<file path="src/rtl/pc_pkg.sv">
// Shared constants and the next-PC select encoding for the fetch-stage PC generator.
package pc_pkg;
   localparam int          XLEN_DEF         = 32;
   localparam logic [31:0] RESET_VECTOR_DEF = 32'h0000_0000;

   typedef enum logic [2:0] {
      PC_HOLD,
      PC_REDIRECT,
      PC_RAS,
      PC_PRED,
      PC_SEQ
   } pc_sel_e;
endpackage

</file>
<file path="src/rtl/pc_fetch_unit_ras.sv">
// Return address stack: circular buffer with a top pointer and a saturating count.
// A push on a full stack overwrites the oldest entry; push+pop together replaces the top.
module ras_stack
   import pc_pkg::*;
#(
   parameter int XLEN      = XLEN_DEF,
   parameter int RAS_DEPTH = 8
) (
   input  logic                             clk,
   input  logic                             rst,
   input  logic                             push,
   input  logic                             pop,
   input  logic                             flush,
   input  logic [XLEN-1:0]                  push_data,
   output logic [XLEN-1:0]                  top,
   output logic [$clog2(RAS_DEPTH+1)-1:0]   count
);
   localparam int PW = $clog2(RAS_DEPTH);
   localparam int CW = $clog2(RAS_DEPTH+1);

   logic [XLEN-1:0] mem [RAS_DEPTH];
   logic [PW-1:0]   top_ptr;
   logic [PW-1:0]   top_ptr_inc;
   logic [PW-1:0]   wr_ptr;
   logic            do_pop;

   assign do_pop      = pop && (count != '0);
   assign top_ptr_inc = top_ptr + 1'b1;
   assign wr_ptr      = do_pop ? top_ptr : top_ptr_inc;
   assign top         = mem[top_ptr];

   always_ff @(posedge clk or posedge rst) begin
      if (rst) begin
         top_ptr <= '0;
         count   <= '0;
      end else if (flush) begin
         count <= '0;
      end else if (push && !do_pop) begin
         top_ptr <= top_ptr_inc;
         if (count != CW'(RAS_DEPTH))
            count <= count + 1'b1;
      end else if (do_pop && !push) begin
         top_ptr <= top_ptr - 1'b1;
         count   <= count - 1'b1;
      end
   end

   // Storage carries no reset: entries above count are never observed.
   always_ff @(posedge clk) begin
      if (push && !flush)
         mem[wr_ptr] <= push_data;
   end
endmodule

</file>
<file path="src/rtl/pc_fetch_unit.sv">
// Fetch-stage PC generator: redirect > stall > RAS return > predicted jump > sequential.
// Non-sequential targets are word-aligned before loading and flagged if they were not.
module pc_fetch_unit
   import pc_pkg::*;
#(
   parameter int              XLEN         = XLEN_DEF,
   parameter logic [XLEN-1:0] RESET_VECTOR = XLEN'(RESET_VECTOR_DEF),
   parameter int              RAS_DEPTH    = 8,
   parameter int              INC          = 4
) (
   input  logic                             clk,
   input  logic                             rst,
   input  logic                             stall_i,
   input  logic                             redirect_i,
   input  logic [XLEN-1:0]                  redirect_target_i,
   input  logic                             ras_flush_i,
   input  logic                             pred_taken_i,
   input  logic [XLEN-1:0]                  pred_target_i,
   input  logic                             call_i,
   input  logic                             ret_i,
   output logic [XLEN-1:0]                  pc_o,
   output logic [XLEN-1:0]                  pc_plus_inc_o,
   output logic [$clog2(RAS_DEPTH+1)-1:0]   ras_count_o,
   output logic                             ras_underflow_o,
   output logic                             misaligned_o
);
   pc_sel_e         sel;
   logic [XLEN-1:0] raw_target;
   logic [XLEN-1:0] pc_next;
   logic [XLEN-1:0] ras_top;
   logic            ras_empty;
   logic            accept;
   logic            underflow_next;
   logic            misaligned_next;

   assign pc_plus_inc_o = pc_o + XLEN'(INC);
   assign ras_empty     = (ras_count_o == '0);
   assign accept        = !redirect_i && !stall_i;

   always_comb begin
      sel        = PC_SEQ;
      raw_target = pc_plus_inc_o;
      if (redirect_i) begin
         sel        = PC_REDIRECT;
         raw_target = redirect_target_i;
      end else if (stall_i) begin
         sel        = PC_HOLD;
         raw_target = pc_o;
      end else if (ret_i && !ras_empty) begin
         sel        = PC_RAS;
         raw_target = ras_top;
      end else if (pred_taken_i) begin
         sel        = PC_PRED;
         raw_target = pred_target_i;
      end
   end

   always_comb begin
      pc_next         = raw_target;
      misaligned_next = 1'b0;
      if (sel == PC_REDIRECT || sel == PC_RAS || sel == PC_PRED) begin
         pc_next         = {raw_target[XLEN-1:2], 2'b00};
         misaligned_next = (raw_target[1:0] != 2'b00);
      end
   end

   // A return on an empty stack still falls through to the prediction / sequential path.
   assign underflow_next = accept && ret_i && ras_empty;

   always_ff @(posedge clk or posedge rst) begin
      if (rst) begin
         pc_o            <= RESET_VECTOR;
         ras_underflow_o <= 1'b0;
         misaligned_o    <= 1'b0;
      end else begin
         pc_o            <= pc_next;
         ras_underflow_o <= underflow_next;
         misaligned_o    <= misaligned_next;
      end
   end

   ras_stack #(
      .XLEN      (XLEN),
      .RAS_DEPTH (RAS_DEPTH)
   ) u_ras (
      .clk       (clk),
      .rst       (rst),
      .push      (accept && call_i),
      .pop       (accept && ret_i),
      .flush     (redirect_i && ras_flush_i),
      .push_data (pc_plus_inc_o),
      .top       (ras_top),
      .count     (ras_count_o)
   );
endmodule

</file>
<file path="config.mk">
export PLATFORM = sky130hd
export DESIGN_NAME = pc_fetch_unit
export DESIGN_NICKNAME = d
export VERILOG_FILES = /design/src/rtl/pc_pkg.sv /design/src/rtl/pc_fetch_unit_ras.sv /design/src/rtl/pc_fetch_unit.sv
export SDC_FILE = /design/constraint.sdc
export NUM_CORES = 1
export LEC_CHECK = 0
export CAP_MARGIN = 20
export CORE_ASPECT_RATIO = 1.2
export CORE_UTILIZATION = 55
export DETAILED_ROUTE_END_ITERATION = 10
export PLACE_DENSITY = 0.78
export SETUP_SLACK_MARGIN = 0.2
export SLEW_MARGIN = 15
export SYNTH_ARGS = -nofsm -noshare
export SYNTH_HDL_FRONTEND = slang
export SYNTH_SLANG_ARGS = --single-unit
</file>
<file path="constraint.sdc">
create_clock -name clk -period 12 [get_ports clk]
set_clock_uncertainty 0.15 [all_clocks]
set_input_delay 1.8 -clock clk [delete_from_list [all_inputs] [get_ports clk]]
set_output_delay 1.8 -clock clk [all_outputs]
set_load 0.05 [all_outputs]
</file>
==> metrics, run 1 <==
Residual DRC=0; Crit path required time=slightly above 10000 ps; worst-skew pair later-pin latency=approximately 540 ps; commonest cells after routing, fill and taps aside=edfxtp_1 (256), clkdlybuf4s50_1 (140), nand2_1 (63), mux4_2 (61); Endpoint, Worst Hold=u_ras.count[2]$_DFFE_PP0P_; Synth area leaders=edfxtp_1 (60%), mux4_2 (11%), dfrtp_1 (8.0%); I/O Pins=approximately 140; Iter 0 DRT Violations=about 810; H-tree lvl count=1; CP Cell Sequence=ha_1, inv_1, or4_4, nor3_1, xor2_1, clkdlybuf4s50_1; Syn Inst Count=820; dpl hpwl=approximately 20000 um; FP Rows=61; Yosys warning count=0; path depth of the worst reg2reg path=8; share of cells above drive strength 1=0.167; vias in the first global route=~7900; Buffers & Inverters on Critical Path=2; placed insts=between 1000 and 1500; mean routed wirelength per cell=24.2 um; CTS tree=yes; Setup violations, final=0; Die Wd=around 140 um; syn_nets=about 900; crit path capture type=primary output; ys flop type=edfxtp_1; post-CTS setup buffer count=0; Die Y-Extent=between 150 and 200 um; final std cells w/o fill=roughly 1300; CP max-delay cell=clkdlybuf4s50_1; Slew @ Worst Pin=1040 ps; Fill cells=approximately 1600; maxcap violations=0; Worst Setup Start Kind=flop; post-synthesis cell area=12900 um2; Cell variety after synth=60; Port Buffers=141; first-pass GRT wire length=~48000 um; Seq cells post-synth=297; Min-Delay Path Class=reg2reg; Final ANT Viol Nets=0; slowest stage delay, CP=a little over 900 ps; via count=roughly 8000; Hold Crit Start=u_ras.count[2]$_DFFE_PP0P_; RSZ-0062 raised after global routing=false; Max Fclk=170 MHz; outcome=finished, final reports clean; register-to-register setup slack=8420 ps; gpl congestion=~0.9; commonest non-fill, non-tap cell in the layout=edfxtp_1; Post-synth EDFFs=approximately 260; share of the synthesized area in the top cell type=0.597; Avg Inst Size Synth=~16 um2; Die ar.=24000 um2; Setup TNS=0 ps; Util after Layout=0.681; min Tclk post-route=roughly 5900 ps; GR Util All Layers=0.270; Initial Utilization=0.559; WL final=roughly 31000 um; antenna violations before repair=0; kind of critical path=reg2out; CTS sink cnt=around 300; Hold Path Stages=2; nets=about 1000; Worst slew margin=0.307; ys async rst share=0.138; hold buffer count at CTS=0; clock buffer depth=3; CP delay by family, top=buffers and inverters; leakage power=roughly 0.0052 uW; Layout area overhead=21.8%; Worst R2R Start=u_ras.count[1]$_DFFE_PP0P_; CP Max Fanout=9; worst hold slack=497 ps; register area share after synthesis=0.676; routed vias/inst=around 6.2; CTS buffer count=28; Tcrit/Tclk final=0.490; PostCTS Resize Cnt=0; largest net degree at the start of global routing=75; DRT Pass-1 Iters=5; pwr dens=216 nW/um2; grt ovf=0; RR Endpoint=u_ras.mem[4][7]$_DFFE_PP_; Worst-path clk slew=70 ps; Final Hold Vio Count=0; antenna cells=0; Core Area=roughly 23000 um2; CP arrival=between 3000 and 4000 ps; CTS root buf=clkbuf_16; leading area contributor after synthesis=edfxtp_1; peak supply drop=~0.16 mV; final slew viol count=0
## cell type report
type / count / area [um2] / area share
Sequential cell: 297 / 8720 / 0.556
Clock inverter: 18 / 193 / 0.0123
Clock buffer: 34 / 754 / 0.0481
Tap cell: 315 / 394 / 0.0251
Multi-Input combinational cell: 459 / 3960 / 0.253
Timing Repair Buffer: 160 / 1610 / 0.102
Inverter: 16 / 60.1 / 0.00383
## worst max path at each step
stage                              start                        end  slack (ps)  cells past startpoint
finish               pc_o[2]$_DFFE_PP0P_          pc_plus_inc_o[28]        6120                      6
detailed placement   pc_o[2]$_DFFE_PP0P_          pc_plus_inc_o[28]        6740                      6
global route         pc_o[2]$_DFFE_PP0P_          pc_plus_inc_o[28]        5910                      6
floorplan                        stall_i  u_ras.mem[6][0]$_DFFE_PP_        6180                      5
global placement    pc_o[11]$_DFFE_PP0P_          pc_plus_inc_o[27]        6820                      5
CTS                 pc_o[11]$_DFFE_PP0P_          pc_plus_inc_o[27]        6120                      5
## worst reg2reg max path: cells and delay by family, from the launching register on
kind | cells | cell delay (ps)
AO/OA/AOI/OAI | 1 | 720
buffers and inverters | 3 | 820
flip-flops | 1 | 490
multiplexers | 1 | 380
AND/OR/NAND/NOR | 3 | 640
## synth_stat cells, types with 5 or more instances
| cell type | count |
|---|---|
| o21ai_0 | 39 |
| a31oi_1 | 5 |
| o31ai_1 | 6 |
| edfxtp_1 | 256 |
| nand3_1 | 14 |
| a21oi_1 | 22 |
| and2_1 | 5 |
| o211ai_1 | 5 |
| dfrtp_1 | 41 |
| nor2_1 | 42 |
| and4_1 | 5 |
| nor3_1 | 24 |
| mux4_2 | 61 |
| nand3b_1 | 7 |
| mux2_2 | 10 |
| or2_2 | 5 |
| nand2b_1 | 5 |
| buf_2 | 11 |
| a221oi_1 | 7 |
| xor2_1 | 12 |
| nand4_1 | 10 |
| a211oi_1 | 5 |
| xnor2_1 | 18 |
| clkbuf_1 | 33 |
| inv_1 | 15 |
| o22ai_1 | 14 |
| nand2_1 | 63 |
| mux2i_1 | 14 |
| ha_1 | 7 |
## stage by stage
| step | worst slack [ps] | total power, uW | cell area [um2] |
|---|---|---|---|
| floorplan | 6180 | 2150 | 12900 |
| global placement | 6820 | 2490 | 14700 |
| detailed placement | 6740 | 2510 | 14700 |
| CTS | 6120 | 3410 | 15600 |
| global route | 5910 | 3530 | 15700 |
| finish | 6120 | 3390 | 15700 |
## power by group
part / internal [uW] / switching, uW
clock network: 533 / 369
registers: 1270 / 95.9
logic: 450 / 680
## cell families after synthesis
kind of cell             Yosys count  synth area share
flip-flops                       297             0.676
AND/OR/NAND/NOR                  205            0.0819
AO/OA/AOI/OAI                    132            0.0679
multiplexers                      85             0.126
buffers and inverters             64            0.0203
XOR/XNOR                          30            0.0204
adder cells (fa/ha/maj)            7           0.00680
## per-layer routing
metal  routed length [um]  global-route usage
met5                    0                   0
met4                 1520               0.137
met3                 2300              0.0418
met2                15300               0.425
met1                12400               0.369
## flip-flops by register name (all words and copies together), names as in the netlist
name	flops
ras_underflow_o	1
u_ras.count	4
u_ras.mem	256
misaligned_o	1
u_ras.top_ptr	3
pc_o	32
(Power assumes the default switching activity.)
==> inputs of run 2 (changes only) <==
Settings changed: CORE_UTILIZATION 55 to 51, PLACE_DENSITY 0.78 to 0.76.
Clock period 12 ns to 4.9 ns, I/O delays scaled along.
==> run 2 against run 1 <==
- non-clock buffer count increased by 11
- power increased by 150%
- core utilization decreased by 4.4 points
- flip-flop and latch count unchanged
- die area increased by 7.7%
- cell area increased by 0.49%
- sequential power increased by 150%
- global-route usage decreased by 1.3 points
- critical endpoint is now pc_plus_inc_o[15]
==> metrics, run 2 (synthesis results as in run 1) <==
Crit path required time=between 4000 and 5000 ps; Setup violations, final=0; Worst slew margin=0.354; CTS sink cnt=between 200 and 300; vias in the first global route=approximately 8000; Setup TNS=0 ps; commonest non-fill, non-tap cell in the layout=edfxtp_1; first-pass GRT wire length=approximately 50000 um; I/O Pins=about 140; pwr dens=529 nW/um2; gpl congestion=a little under 0.9; GR Util All Layers=0.257; Final Hold Vio Count=0; outcome=finished, final reports clean; Layout area overhead=22.4%; CP Max Fanout=10; max reg flops=256; CP arrival=between 3000 and 4000 ps; crit path capture type=primary output; worst-skew pair later-pin latency=560 ps; Core Area=24800 um2; routed vias/inst=between 6 and 7; slowest stage delay, CP=roughly 940 ps; commonest cells after routing, fill and taps aside=edfxtp_1 (256), clkdlybuf4s50_1 (138), nand2_1 (63), mux4_2 (61); Die ar.=between 20000 and 30000 um2; Slew @ Worst Pin=between 900 and 1000 ps; kind of critical path=reg2out; Multi-input gate area=around 4000 um2; Die Y-Extent=about 180 um; antenna violations before repair=0; Port Buffers=between 100 and 150; CTS tree=yes; dpl hpwl=20700 um; Initial Utilization=0.520; placed inst area=14800 um2; Min-Delay Path Class=reg2reg; CP max-delay cell=clkdlybuf4s50_1; mean routed wirelength per cell=24.8 um; Iter 0 DRT Violations=roughly 880; FP Rows=between 60 and 70; Worst Setup Start Kind=flop; largest net degree at the start of global routing=68; CP Cell Sequence=nand4_2, or4_1, xnor2_1, clkdlybuf4s50_1; final std cells w/o fill=approximately 1300; Final WS setup=between 300 and 400 ps; CTS buffer count=29; Worst-path clk slew=around 70 ps; path depth of the worst reg2reg path=8; Hold Path Stages=2; leakage power=0.00530 uW; CTS root buf=clkbuf_16; Final ANT Viol Nets=0; maxcap violations=0; peak supply drop=between 0.3 and 0.4 mV; Fill cells=1778; Residual DRC=0; Max Fclk=about 220 MHz; clock buffer depth=3; antenna cells=0; Tcrit/Tclk final=0.920; final slew viol count=0; Largest regs=u_ras.mem x256, pc_o x32, u_ras.count x4; register area=approximately 8700 um2; nets=around 1100; worst hold slack=495 ps; RSZ-0062 raised after global routing=false; min Tclk post-route=approximately 4500 ps; hold buffer count at CTS=0; DRT Pass-1 Iters=5; Die Wd=147 um; via count=slightly above 8000; WL final=around 33000 um; DP Worst Slack=718 ps; H-tree lvl count=1; grt ovf=0; Top reg by flops=u_ras.mem; Finished Cell Area=between 15000 and 20000 um2; placed insts=1268; share of cells above drive strength 1=0.179
run 2: cell count changes in the layout (fill, tap and decap cells not counted), sizes merged:
cell,before,now
clkbuf,34,36
dlygate4sd2,0,1
bufinv,4,2
dlymetal6s2s,0,1
inv,15,16
clkinvlp,2,3
clkdlybuf4s50,140,138
buf,20,31
run 2: where the power goes:
| part | total, uW | internal [uW] | switching, uW |
|---|---|---|---|
| logic | 2760 | 1120 | 1640 |
| clock network | 2190 | 1240 | 943 |
| registers | 3400 | 3090 | 304 |
run 2: layout make-up:
| cell class | instances | area share |
|---|---|---|
| Tap cell | 325 | 0.0258 |
| Inverter | 16 | 0.00381 |
| Clock buffer | 36 | 0.0496 |
| Multi-Input combinational cell | 459 | 0.253 |
| Timing Repair Buffer | 171 | 0.104 |
| Sequential cell | 297 | 0.553 |
| Clock inverter | 18 | 0.0106 |
run 2: layer usage:
metal	track usage	vias to the layer above	wire (um)
li1	-	3559	-
met3	0.0403	75	2950
met2	0.426	423	16300
met1	0.347	4133	12400
met4	0.0889	0	1070
met5	0	-	0
run 2: timing repair:
item	CTS	global route
resized for setup	1	2
endpoints found under the setup margin	1	2
setup buffers	0	0
run 2: final timing paths:
| path | from | endpoint | slack, ps |
|---|---|---|---|
| worst max-delay path | pc_o[13]$_DFFE_PP0P_ | pc_plus_inc_o[15] | 390 |
| worst min-delay path | pc_o[17]$_DFFE_PP0P_ | pc_o[17]$_DFFE_PP0P_ | 500 |
| worst max register to register | u_ras.count[1]$_DFFE_PP0P_ | u_ras.mem[4][23]$_DFFE_PP_ | 1130 |
| worst min register to register | pc_o[17]$_DFFE_PP0P_ | pc_o[17]$_DFFE_PP0P_ | 500 |
| max in group asynchronous | rst | u_ras.top_ptr[0]$_DFFE_PP0P_ | 3320 |
| min in group asynchronous | rst | pc_o[1]$_DFF_PP0_ | 560 |
run 2: metrics by stage:
step,util,power [uW]
6_report,0.637,8340
5_1_grt,0.637,8650
4_1_cts,0.637,8380
3_5_place_dp,0.598,6210
3_3_place_gp,0.598,6170
2_1_floorplan,-,5270
run 2: worst max-delay path: cells and delay by family (launching register included):
| kind | cells | cell delay (ps) |
|---|---|---|
| buffers and inverters | 1 | 940 |
| XOR/XNOR | 1 | 590 |
| AND/OR/NAND/NOR | 2 | 1000 |
| flip-flops | 1 | 510 |
